--- src/rtl/i2s_pkg.sv ---
// i2s_pkg: types shared by the I2S transmitter, the mixer and test harnesses.
//   I2sMode : frame alignment, Philips I2S (LRCLK leads MSB by one BCLK)
//             or left-justified (LRCLK edge coincides with the MSB).
package i2s_pkg;

  typedef enum logic {
    I2S_STANDARD,
    I2S_LEFT_JUSTIFIED
  } I2sMode;

endpackage

--- src/rtl/i2s_clock_divider.sv ---
// i2s_clock_divider: derives the bit clock from the system clock as a plain
// register (no new clock domain) plus a one-cycle enable marking BCLK falls.
//   clk      in  : system clock
//   rst      in  : synchronous active-high reset (div=0, bclk=0)
//   bclk     out : registered bit clock, period 2*BCLK_HALF clk cycles
//   fallTick out : high in the cycle whose clk edge drives bclk 1->0
module i2s_clock_divider #(
  parameter int BCLK_HALF = 49
) (
  input  logic clk,
  input  logic rst,
  output logic bclk,
  output logic fallTick
);

  localparam int DW = (BCLK_HALF > 1) ? $clog2(BCLK_HALF) : 1;
  localparam logic [DW-1:0] DIV_LAST = DW'(BCLK_HALF - 1);

  logic [DW-1:0] div;
  logic          terminal;

  assign terminal = (div == DIV_LAST);
  // Combinational so the consumer registers its data on the very edge
  // that drops bclk, keeping data and clock edges aligned.
  assign fallTick = terminal & bclk;

  always_ff @(posedge clk) begin
    if (rst) begin
      div  <= '0;
      bclk <= 1'b0;
    end else if (terminal) begin
      div  <= '0;
      bclk <= ~bclk;
    end else begin
      div  <= div + DW'(1);
    end
  end

endmodule

--- src/rtl/i2s_transmitter.sv ---
// i2s_transmitter: stereo I2S / left-justified serializer.
// Sample pairs enter through a valid/ready handshake into a one-entry
// holding register; at each frame boundary the pair moves into the frame
// registers and is shifted out MSB first, left slot then right slot.
//   clk          in  : system clock (only clock)
//   rst          in  : synchronous active-high reset, aborts current frame
//   i_left       in  : left sample, two's complement
//   i_right      in  : right sample
//   i_valid      in  : sample pair offered
//   o_ready      out : holding register empty
//   o_bclk       out : bit clock
//   o_lrclk      out : word select, 0 = left, 1 = right
//   o_din        out : serial data, MSB first, zero padded to SLOT_WIDTH
//   o_frameStart out : one-cycle pulse on every frame load
//   o_underrun   out : one-cycle pulse when a load found no data
module i2s_transmitter
  import i2s_pkg::*;
#(
  parameter int     SAMPLE_WIDTH  = 16,
  parameter int     SLOT_WIDTH    = 16,
  parameter int     BCLK_HALF     = 49,
  parameter I2sMode MODE          = I2S_STANDARD,
  parameter int     UNDERRUN_ZERO = 1
) (
  input  logic                    clk,
  input  logic                    rst,
  input  logic [SAMPLE_WIDTH-1:0] i_left,
  input  logic [SAMPLE_WIDTH-1:0] i_right,
  input  logic                    i_valid,
  output logic                    o_ready,
  output logic                    o_bclk,
  output logic                    o_lrclk,
  output logic                    o_din,
  output logic                    o_frameStart,
  output logic                    o_underrun
);

  localparam int FRAME_BITS = 2 * SLOT_WIDTH;
  localparam int CW         = $clog2(FRAME_BITS);
  localparam logic [CW-1:0] LAST_POS = CW'(FRAME_BITS - 1);
  localparam logic [CW-1:0] SLOT_POS = CW'(SLOT_WIDTH);
  localparam bit LJ = (MODE == I2S_LEFT_JUSTIFIED);

  logic                    bclk;
  logic                    fallTick;
  logic [CW-1:0]           bitCount;
  logic [CW-1:0]           nb;
  logic [CW-1:0]           nbAhead;
  logic [CW-1:0]           slotK;
  logic                    slotSel;
  logic                    loadEvt;
  logic                    holdFull;
  logic [SAMPLE_WIDTH-1:0] holdL, holdR;
  logic [SAMPLE_WIDTH-1:0] frameL, frameR;
  logic [SAMPLE_WIDTH-1:0] frameLNext, frameRNext;
  logic [SAMPLE_WIDTH-1:0] slotSample;
  logic                    dinNext;
  logic                    lrNext;
  logic                    underrunNext;
  logic                    dinR, lrR, frameStartR, underrunR;

  i2s_clock_divider #(.BCLK_HALF(BCLK_HALF)) uDiv (
    .clk      (clk),
    .rst      (rst),
    .bclk     (bclk),
    .fallTick (fallTick)
  );

  always_comb begin
    nb           = (bitCount == LAST_POS) ? '0 : bitCount + CW'(1);
    // I2S drives word select for the position one bit ahead.
    nbAhead      = (nb == LAST_POS) ? '0 : nb + CW'(1);
    loadEvt      = fallTick && (nb == '0);
    frameLNext   = frameL;
    frameRNext   = frameR;
    underrunNext = 1'b0;
    if (loadEvt) begin
      if (holdFull) begin
        frameLNext = holdL;
        frameRNext = holdR;
      end else if (i_valid) begin
        // Empty holding register: the offered pair goes straight out.
        frameLNext = i_left;
        frameRNext = i_right;
      end else begin
        underrunNext = 1'b1;
        if (UNDERRUN_ZERO != 0) begin
          frameLNext = '0;
          frameRNext = '0;
        end
      end
    end
    // Bit select uses the post-load frame so the MSB leaves on the load edge.
    slotSel    = (nb >= SLOT_POS);
    slotK      = slotSel ? nb - SLOT_POS : nb;
    slotSample = slotSel ? frameRNext : frameLNext;
    dinNext    = 1'b0;
    for (int i = 0; i < SAMPLE_WIDTH; i++) begin
      if (int'(slotK) == i) dinNext = slotSample[SAMPLE_WIDTH-1-i];
    end
    lrNext = LJ ? slotSel : (nbAhead >= SLOT_POS);
  end

  always_ff @(posedge clk) begin
    if (rst) begin
      bitCount    <= LAST_POS;
      dinR        <= 1'b0;
      lrR         <= LJ;
      frameL      <= '0;
      frameR      <= '0;
      holdFull    <= 1'b0;
      holdL       <= '0;
      holdR       <= '0;
      frameStartR <= 1'b0;
      underrunR   <= 1'b0;
    end else begin
      frameStartR <= loadEvt;
      underrunR   <= underrunNext;
      if (fallTick) begin
        bitCount <= nb;
        dinR     <= dinNext;
        lrR      <= lrNext;
        frameL   <= frameLNext;
        frameR   <= frameRNext;
      end
      if (loadEvt && holdFull) begin
        holdFull <= 1'b0;
      end else if (i_valid && !holdFull && !loadEvt) begin
        holdFull <= 1'b1;
        holdL    <= i_left;
        holdR    <= i_right;
      end
    end
  end

  assign o_ready      = ~holdFull;
  assign o_bclk       = bclk;
  assign o_lrclk      = lrR;
  assign o_din        = dinR;
  assign o_frameStart = frameStartR;
  assign o_underrun   = underrunR;

endmodule
--- config.mk ---
export PLATFORM = sky130hd
export DESIGN_NAME = i2s_transmitter
export DESIGN_NICKNAME = d
export VERILOG_FILES = /design/src/rtl/i2s_pkg.sv /design/src/rtl/i2s_clock_divider.sv /design/src/rtl/i2s_transmitter.sv
export SDC_FILE = /design/constraint.sdc
export NUM_CORES = 1
export LEC_CHECK = 0
export ABC_CLOCK_PERIOD_IN_PS = 4100
export BUFFER_PORTS_ARGS = -buffer_cell sky130_fd_sc_hd__buf_2
export CORE_MARGIN = 2
export CORE_UTILIZATION = 50
export DETAILED_ROUTE_END_ITERATION = 10
export GPL_TIMING_DRIVEN = 0
export PLACE_DENSITY = 0.68
export SETUP_SLACK_MARGIN = 0.5
export SLEW_MARGIN = 10
export SYNTH_ARGS = -nofsm -noshare
export SYNTH_HDL_FRONTEND = slang
export SYNTH_SLANG_ARGS = --single-unit
export TNS_END_PERCENT = 20
--- constraint.sdc ---
create_clock -name clk -period 4.1 [get_ports clk]
set_input_delay 0.615 -clock clk [delete_from_list [all_inputs] [get_ports clk]]
set_output_delay 0.615 -clock clk [all_outputs]
set_load 0.01 [all_outputs]
==> flow_summary.yaml, run 1 <==
setup_path:
  r2r_slack_ns: 0.79
  slowest_delay_ns: 0.43
  arrival_ns: 3.57
  cp_data_required_time_ns: 4.36
  r2r_cells: 13
  crit_family: "compound AO/OA/AOI/OAI gates"
  r2r_start: "bitCount[1]"
  cp-start-kind: "flop"
  path_class: "reg -> reg"
  path_depth: 13
  crit_buf_inv: 2
  cp_slowest_cell: "dfxtp_1"
  r2r_end: "o_din"
  endpoint_kind: "flop"
  worstPathCellList: "ha_1 > inv_1 > nor3_1 > ha_2 > and2b_2 > o2111ai_4 > nor2_4 > buf_6 > mux2i_1 > nor2_1 > o32ai_1 > o211ai_1 > a41o_1"
  cp_max_fo: 10
logic_synthesis:
  synth_seq_area_share_pct: 39.9
  synth_top_family_by_area: "simple AND/OR/NAND/NOR gates"
  synth.most_common_cell: "nand2_1"
  synthTopCellsByCount: "nand2_1 (118), dfxtp_1 (81), nor2_1 (61)"
  synthDistinctLibCells: 54
  syn_inst: 533
  synth_flop_cell: "dfxtp_1"
  synth_xor_area_share_pct: 1.51
  synthMuxAreaShare_pct: 3.63
  syn_avg_cell_area_um2: 7.62
  yosys-top-cells-area: "dfxtp_1 (40%), nand2_1 (11%), a21oi_1 (6.2%)"
  yosysWarnings: 0
  synth_compound_area_share_pct: 19.5
  synth_fp_nets: 576
  yosysTopAreaCell: "dfxtp_1"
  syn_area_mm2: 0.00406
  synth_edf_count: 0
  synth-simple-area-share_pct: 27.4
  synth_top_area_share_pct: 39.9
  synth_adder_area_share_pct: 2.46
  synth-async-reset-ratio_pct: 0
  synth_seq_cells: 81
global_route:
  overflow: 0
  grt_usage_pct: 27.2
  grt_util_met1_pct: 37.2
  busiest_layer: "met2"
  met2_usage_pct: 43.9
  grt_pass1_vias: 3689
  met3_usage_pct: 3.85
  antenna_found_initial: 0
  grt_pass1_wl_mm: 18.4
  grt_start_max_net_pins: 15
power:
  switching_share_pct: 25.5
  pwr_density_cell_mw_per_mm2: 352
  p_switching_uw: 417
  combPwrFrac_pct: 8.2
  seqPwrFrac_pct: 50.0
  p_int_mw: 1.22
  clock_power_share_pct: 41.7
  leakagePower_nw: 1.77
  ir_drop_uv: 178
clock_network:
  clock_path_buffers: 2
  cts_buffers: 9
  clk_latency_ns: 0.37
  root_buffer: "clkbuf_8"
  clkSinkCount: 81
  cts.clk_slew.worst_paths_ns: 0.09
  htree_levels: 3
  cts_tree: "yes"
placed_design:
  gp_congestion: 0.963
  dp_slack_ns: 0.764
  portBuffers: 39
  place_area_mm2: 0.00439
  place_hpwl_mm: 8.14
outcome:
  outcome: "completed"
hold_path:
  holdCritStartpoint: "holdL[12]"
  holdCritPathClass: "reg -> reg"
  whs_endpoint: "holdL[12]"
  holdPathStages: 2
sta:
  drv_slew: 0
  hold_viol_final: 0
  final.setup.worst_slack_ns: 0.793
  maxSlewHeadroom_pct: 54.2
  setup_viol: 0
  fin_setup_tns_ns: 0
  min_period_ns: 3.31
  finClkSkew_ns: 0.0102
  rsz0062_at_grt: "no"
  fmax_mhz: 302
  worst-slew-pin-transition_ns: 0.681
  timing.final.crit_share_pct: 80.7
finish:
  fin_util_pct: 59.4
  regArea_mm2: 0.00162
  insertedDiodeCount: 0
  area_growth_pct: 14.2
  drive_above_1_share_pct: 13.2
  fill_cells: 772
  stdcell_area_mm2: 0.00464
  multi_input_area_mm2: 0.00221
  num-nets-final: 629
floorplan:
  pin_count: 41
  die_h_um: 94.1
  start_util_pct: 52.0
  coreArea_mm2: 0.00781
  core.rowCount: 32
  die_w_um: 94.1
  die_area_mm2: 0.00886
routing:
  avgRoutedWirePerCell_um: 16.4
  vias: 3929
  ant_nets: 0
  avgViaCountPerCell: 5.67
  drt-total-wl_mm: 11.3
  first_pass_iters: 4
  drt-initial-drc-count: 275
  drc: 0
run:
  drv_cap: 0
==> stage by stage <==
| stage | hold WS (ns) | total power [mW] | instances |
|---|---|---|---|
| 2_1_floorplan | 0.430 | 0.914 | 533 |
| 3_3_place_gp | 0.441 | 0.965 | 674 |
| 3_5_place_dp | 0.447 | 0.969 | 674 |
| 4_1_cts | 0.459 | 1.64 | 690 |
| 5_1_grt | 0.474 | 1.69 | 693 |
| 6_report | 0.458 | 1.63 | 693 |
==> cell usage in the layout, fill, tap and decap left out, drive strengths merged, types with 12 or more instances in the layout <==
cell,instances
nand2,118
dfxtp,81
nor2,63
buf,51
a21oi,50
clkbuf,41
nor3,26
o21ai,20
inv,15
and3,13
nand3,12
==> state kept, by name (all words and copies together) (netlist names), 5 cells and up <==
signal and count:
bitCount 5, frameL 16, frameR 16, holdL 16
holdR 16, uDiv.div 6
==> tightest hold or removal path: stages, from the launching register on <==
cell	delay (ns)
dfxtp_1	0.32
nand2_1	0.05
a21oi_1	0.05
==> power by group through the flow <==
stage | clock, mW | sequential (mW) | combinational (mW)
6_report | 0.682 | 0.817 | 0.134
5_1_grt | 0.721 | 0.820 | 0.151
4_1_cts | 0.689 | 0.817 | 0.133
3_5_place_dp | 0 | 0.836 | 0.133
3_3_place_gp | 0 | 0.835 | 0.130
2_1_floorplan | 0 | 0.834 | 0.0809
==> final cells by class <==
cell class	instances	area share, %
clock buffer	11	3.05
multi-input combinational	398	47.7
timing repair buffer	42	4.69
buffer	39	3.72
sequential	81	35.0
clock inverter	5	1.86
inverter	15	1.21
tap	102	2.75
==> cell families (layout without fill, tap and decap cells) <==
logic type	after synthesis	count (layout)
AO/OA/AOI/OAI	119	119
adder cells (fa/ha/maj)	8	8
buffers and inverters	54	112
XOR/XNOR	7	7
AND/OR/NAND/NOR	253	253
flip-flops	81	81
multiplexers	11	11
==> layer usage <==
metal,share of wire [%],routed length [um],vias up
li1,-,-,1947
met1,47,5330,1847
met2,46,5220,121
met3,5.1,573,14
met4,1.9,214,0
met5,0,0,-
==> how the worst max path moves through the flow <==
stage,from,end
6_report,bitCount[1],o_din
5_1_grt,bitCount[1],o_din
4_1_cts,bitCount[1],o_din
3_5_place_dp,bitCount[1],o_din
3_3_place_gp,bitCount[1],o_din
2_1_floorplan,bitCount[0],o_din
==> timing repair <==
item / in CTS / in global routing
hold buffers: 0 / 0
setup buffers: 0 / 3
resized for setup: 0 / 1
endpoints found under the setup margin: 0 / 1
Note: power is estimated with default switching activity, not from simulation.
==> run 2: changes to the inputs <==
--- a/config.mk
+++ b/config.mk
@@ -5,7 +5,7 @@
 export SDC_FILE = /design/constraint.sdc
 export NUM_CORES = 1
 export LEC_CHECK = 0
-export ABC_CLOCK_PERIOD_IN_PS = 4100
+export ABC_CLOCK_PERIOD_IN_PS = 3240
 export BUFFER_PORTS_ARGS = -buffer_cell sky130_fd_sc_hd__buf_2
 export CORE_MARGIN = 2
 export CORE_UTILIZATION = 50
==> constraint.sdc (replaced) <==
create_clock -name clk -period 3.24 [get_ports clk]
set_input_delay 0.486 -clock clk [delete_from_list [all_inputs] [get_ports clk]]
set_output_delay 0.486 -clock clk [all_outputs]
set_load 0.01 [all_outputs]
==> run 2 against run 1 <==
Clock skew down 0.0012 ns; worst hold slack worse by 0.090 ns; clock power up 6.7%.
==> flow_summary.yaml, run 2 (same netlist as run 1, synthesis figures left out) <==
sta:
  finClkSkew_ns: 0.00900
  final.setup.worst_slack_ns: 0.397
  rsz0062_at_grt: "yes"
  worst-slew-pin-transition_ns: 0.680
  drv_slew: 0
  timing.final.crit_share_pct: 87.7
  setup_viol: 0
  fin_setup_tns_ns: 0
  min_period_ns: 2.84
  holdWs_ns: 0.368
  maxSlewHeadroom_pct: 54.5
  hold_viol_final: 0
  fmax_mhz: 352
finish:
  final_cell_count_no_fill: 698
  fill_cells: 759
  drive_above_1_share_pct: 18.8
  num-nets-final: 636
  area_growth_pct: 17.3
  most-common-layout-cells: "nand2_1 (118), dfxtp_1 (77), nor2_1 (60), a21oi_1 (50), buf_2 (45)"
  final_common_cell: "nand2_1"
  insertedDiodeCount: 0
clock_network:
  htree_levels: 3
  clk_latency_ns: 0.36
  cts_tree: "yes"
  clkSinkCount: 81
  cts.clk_slew.worst_paths_ns: 0.08
  cts_buffers: 9
  clock_path_buffers: 2
  root_buffer: "clkbuf_8"
setup_path:
  endpoint_kind: "flop"
  crit_family: "compound AO/OA/AOI/OAI gates"
  crit_buf_inv: 2
  cp_max_fo: 6
  arrival_ns: 3.09
  path_class: "reg -> reg"
  cp-start-kind: "flop"
  cp_data_required_time_ns: 3.49
  slowest_delay_ns: 0.37
  cp_slowest_cell: "dfxtp_4"
  worstPathCellList: "ha_4 > inv_2 > nor3_2 > ha_2 > and2b_2 > o2111ai_4 > nor2_4 > buf_6 > mux4_2 > a21o_1 > a32oi_1 > nand3b_1 > a41o_1"
power:
  ir_drop_uv: 195
  combPwrFrac_pct: 9.0
  leakagePower_nw: 1.83
  pwr_density_cell_mw_per_mm2: 406
  p_switching_uw: 507
  clock_power_share_pct: 37.6
  seqPwrFrac_pct: 53.4
  p_int_mw: 1.43
  switching_share_pct: 26.2
placed_design:
  portBuffers: 39
  dp_slack_ns: -0.0755
  place_hpwl_mm: 8.27
  dpl.cell_count: 674
  gp_congestion: 0.985
floorplan:
  start_util_pct: 52.0
  die_w_um: 94.1
  die_h_um: 94.1
  pin_count: 41
  core.rowCount: 32
  die_area_mm2: 0.00886
  coreArea_mm2: 0.00781
routing:
  drt-initial-drc-count: 248
  avgViaCountPerCell: 5.65
  ant_nets: 0
  drt-total-wl_mm: 11.6
  drc: 0
  vias: 3947
  avgRoutedWirePerCell_um: 16.6
  first_pass_iters: 5
global_route:
  overflow: 0
  antenna_found_initial: 0
  grt_start_max_net_pins: 14
  grt_pass1_wl_mm: 18.9
  grt_usage_pct: 27.8
  grt_pass1_vias: 3776
outcome:
  outcome: "completed"
run:
  drv_cap: 0
hold_path:
  holdCritPathClass: "in -> reg"
[run 2: cell count changes in the layout (fill, tap and decap cells not counted), moves of 3 or more]
cell	previous run	this run
dfxtp_1	81	77
mux2i_1	8	5
dfxtp_4	0	3
clkbuf_2	0	8
clkbuf_1	31	20
buf_4	4	10
[run 2: routing by layer]
metal / track usage, % / wire, um
met5: 0 / 0
met1: 37.9 / 5270
met2: 44.9 / 5450
met3: 4.49 / 572
met4: 9.06 / 265
[run 2: metrics by stage]
stage | power [mW] | area [um^2] | utilization [%]
2_1_floorplan | 1.16 | 4070 | -
3_3_place_gp | 1.22 | 4390 | 56.2
3_5_place_dp | 1.23 | 4390 | 56.2
4_1_cts | 1.94 | 4690 | 60.1
5_1_grt | 2.01 | 4770 | 61.1
6_report | 1.93 | 4770 | 61.1
[run 2: worst reg2reg max path, delay by kind of cell (launching register included)]
kind	cells	cell delay, ns
AOI/OAI and AO/OA	4	0.73
and+or+nand+nor	4	0.67
adders and majority gates	2	0.45
DFF	1	0.37
muxes	1	0.31
buffers and inverters	2	0.22
[run 2: worst paths after layout]
check	startpoint	end	slack, ns	depth (start not counted)
setup / recovery	bitCount[1]	o_din	0.40	13
hold / removal	i_right[3]	holdR[3]	0.37	3
setup reg to reg	bitCount[1]	o_din	0.40	13
hold reg to reg	holdR[0]	holdR[0]	0.46	2
[run 2: repair_timing]
item | 4_1_cts | 5_1_grt
pin swaps | 1 | 9
resized for setup | 25 | 22
endpoints found under the setup margin | 55 | 50
gates cloned | 0 | 0
hold buffers | 0 | 0
setup buffers | 6 | 4
[run 2: final cells by class]
cell class / instances / area, um^2 / area share, %
Multi-Input combinational cell: 398 / 2300 / 48.2
Buffer: 39 / 194 / 4.07
Timing Repair Buffer: 49 / 274 / 5.75
Clock buffer: 9 / 124 / 2.60
Clock inverter: 5 / 57.6 / 1.21
Inverter: 15 / 56.3 / 1.18
Tap cell: 102 / 128 / 2.68
Sequential cell: 81 / 1630 / 34.3
[run 2: power groups by stage]
stage               combinational (mW)  sequential (mW)  clock [mW]
floorplan                        0.102             1.05           0
global placement                 0.165             1.06           0
detailed placement               0.169             1.06           0
CTS                              0.171             1.03       0.737
global route                     0.196             1.04       0.783
finish                           0.174             1.03       0.728
==> run 3: changes to the inputs <==
--- a/config.mk
+++ b/config.mk
@@ -8,13 +8,14 @@
 export ABC_CLOCK_PERIOD_IN_PS = 3240
 export BUFFER_PORTS_ARGS = -buffer_cell sky130_fd_sc_hd__buf_2
 export CORE_MARGIN = 2
-export CORE_UTILIZATION = 50
+export CORE_UTILIZATION = 30
 export DETAILED_ROUTE_END_ITERATION = 10
 export GPL_TIMING_DRIVEN = 0
-export PLACE_DENSITY = 0.68
+export PLACE_DENSITY = 0.45
 export SETUP_SLACK_MARGIN = 0.5
 export SLEW_MARGIN = 10
 export SYNTH_ARGS = -nofsm -noshare
 export SYNTH_HDL_FRONTEND = slang
+export SYNTH_HIERARCHICAL = 1
 export SYNTH_SLANG_ARGS = --single-unit
 export TNS_END_PERCENT = 20
==> run 3 against run 2 <==
Routed wire length increased by 8.0%; first-iteration DRC count unchanged; final cell count increased by 12%; non-clock buffer count up 12; largest power group is now clock; highest routed layer unchanged.
==> flow_summary.yaml, run 3 <==
finish:
  area_growth_pct: 25.2
  num-nets-final: 645
  multi_input_area_mm2: 0.00234
  stdcell_area_mm2: 0.00514
  final_common_cell: "nand2_1"
  most-common-layout-cells: "nand2_1 (119), dfxtp_1 (77), a21oi_1 (52), nor2_1 (43), buf_2 (43)"
  fill_cells: 1417
  regArea_mm2: 0.00163
  drive_above_1_share_pct: 19.9
  insertedDiodeCount: 0
  fin_util_pct: 38.7
routing:
  drt-initial-drc-count: 248
  avgViaCountPerCell: 4.98
  ant_nets: 0
  vias: 3898
  drc: 0
  avgRoutedWirePerCell_um: 15.9
  first_pass_iters: 4
  drt-total-wl_mm: 12.5
clock_network:
  cts_buffers: 9
  cts_tree: "yes"
  htree_levels: 3
  cts_hold_buf: 0
  clock_path_buffers: 2
  clkSinkCount: 81
  root_buffer: "clkbuf_16"
  cts.clk_slew.worst_paths_ns: 0.06
  clk_latency_ns: 0.35
global_route:
  grt_pass1_vias: 3814
  grt_pass1_wl_mm: 20.4
  grt_usage_pct: 18.1
  overflow: 0
  grt_start_max_net_pins: 13
  antenna_found_initial: 0
placed_design:
  portBuffers: 39
  place_area_mm2: 0.00453
  place_hpwl_mm: 8.98
  gp_congestion: 0.856
logic_synthesis:
  synth_top_area_share_pct: 39.5
  yosysTopAreaCell: "dfxtp_1"
  synth_flop_cell: "dfxtp_1"
  synthDistinctLibCells: 55
  synth_seq_area_share_pct: 39.5
  yosys-top-cells-area: "dfxtp_1 (40%), nand2_1 (11%), a21oi_1 (6.5%)"
  synth_edf_count: 0
  syn_avg_cell_area_um2: 7.66
  synth-async-reset-ratio_pct: 0
  synth_fp_nets: 579
  synthTopCellsByCount: "nand2_1 (119), dfxtp_1 (81), a21oi_1 (53)"
  synth.most_common_cell: "nand2_1"
  syn_inst: 536
  syn_area_mm2: 0.00411
  synth_seq_cells: 81
  yosysWarnings: 6
sta:
  worst-slew-pin-transition_ns: 0.671
  maxSlewHeadroom_pct: 55.2
  rsz0062_at_grt: "yes"
  fmax_mhz: 352
  drv_slew: 0
  hold_viol_final: 0
  setup_viol: 0
  timing.final.crit_share_pct: 87.6
  finClkSkew_ns: 0.00546
  min_period_ns: 2.84
floorplan:
  die_h_um: 121
  pin_count: 41
  die_w_um: 121
  coreArea_mm2: 0.0133
  start_util_pct: 30.9
  die_area_mm2: 0.0146
  core.rowCount: 42
setup_path:
  cp-start-kind: "flop"
  path_class: "reg -> reg"
  crit_buf_inv: 4
  crit_family: "compound AO/OA/AOI/OAI gates"
  worstPathCellList: "ha_4 > buf_6 > and3_4 > ha_4 > clkbuf_8 > a311oi_4 > buf_6 > nor3_4 > buf_6 > nand2_1 > a31oi_1 > a31o_1 > a2111oi_4 > o32ai_2"
  slowest_delay_ns: 0.37
  cp_max_fo: 10
  cpMostUsedCell: "buf_6"
  cp_data_required_time_ns: 3.43
  arrival_ns: 3.03
  endpoint_kind: "flop"
  cp_slowest_cell: "a2111oi_4"
power:
  ir_drop_uv: 224
  p_total_mw: 2.33
  pwr_density_cell_mw_per_mm2: 454
  leakagePower_nw: 1.94
run:
  drv_cap: 0
outcome:
  outcome: "completed"
hold_path:
  holdCritPathClass: "in -> reg"
==> run 3: cell count changes after synthesis, sizes merged, moves of 4 or more <==
cell	before	now
nand3	12	7
a211oi	11	22
nor3	26	20
a31oi	2	6
mux2i	8	3
o2111ai	1	8
o21ai	20	24
nor2	63	43
and3	13	27
buf	9	14
==> run 3: cells by family (layout without fill, tap and decap cells) <==
| logic type | after synthesis | in the layout | share of synthesized area (%) |
|---|---|---|---|
| simple gates | 234 | 234 | 25.8 |
| xor+xnor | 4 | 4 | 0.854 |
| flops | 81 | 81 | 39.5 |
| fa+ha+maj | 8 | 8 | 2.44 |
| buf+inv | 58 | 129 | 6.19 |
| mux | 4 | 4 | 1.01 |
| compound gates | 147 | 147 | 24.2 |
==> run 3: timing repair <==
item,4_1_cts,5_1_grt
resized for setup,32,22
setup endpoints to repair,57,37
cloned,1,0
pin swaps,10,3
setup buffers,13,2
==> run 3: cell type report <==
class,instances,area share [%]
Multi-Input combinational cell,397,45.5
Timing Repair Buffer,55,6.16
Inverter,13,0.974
Clock inverter,2,1.17
Buffer,45,5.04
Sequential cell,81,31.7
Tap cell,176,4.28
Clock buffer,14,5.14
==> run 3: worst paths after layout <==
| path | slack (ns) | endpoint | startpoint | depth (start not counted) |
|---|---|---|---|---|
| setup reg to reg | 0.40 | o_din | bitCount[1] | 14 |
| hold / removal | 0.38 | holdR[2] | i_right[2] | 3 |
| hold reg to reg | 0.44 | uDiv/div[0] | uDiv/div[0] | 1 |
| setup / recovery | 0.40 | o_din | bitCount[1] | 14 |
==> run 3: stage by stage <==
stage                     TNS, ns  setup slack [ns]  cells  hold WS [ns]
after floorplan                 0             0.508    536         0.432
after detailed placement  -0.0411           -0.0411    751         0.446
after global placement    -0.0554           -0.0554    751         0.439
after global routing            0             0.281    783         0.385
final                           0             0.402    783         0.381
after CTS                       0             0.398    781         0.371
==> run 3: tightest hold or removal path: stages <==
cell and delay [ns]:
buf_2 0.10, nand2_1 0.05, a21oi_1 0.05
==> run 3: where the power goes <==
part / leakage (nW) / internal (mW) / switching, mW
sequential: 0.659 / 1.02 / 0.0143
clock: 0.157 / 0.719 / 0.409
combinational: 1.13 / 0.0603 / 0.109
total: 1.94 / 1.80 / 0.533
==> run 3: metal layers <==
| layer | global-route usage (%) | vias to the layer above | wire length (um) |
|---|---|---|---|
| li1 | - | 2009 | - |
| met1 | 23.9 | 1828 | 6000 |
| met2 | 29.8 | 49 | 5940 |
| met3 | 3.43 | 12 | 357 |
| met4 | 5.23 | 0 | 176 |
| met5 | 0 | - | 0 |
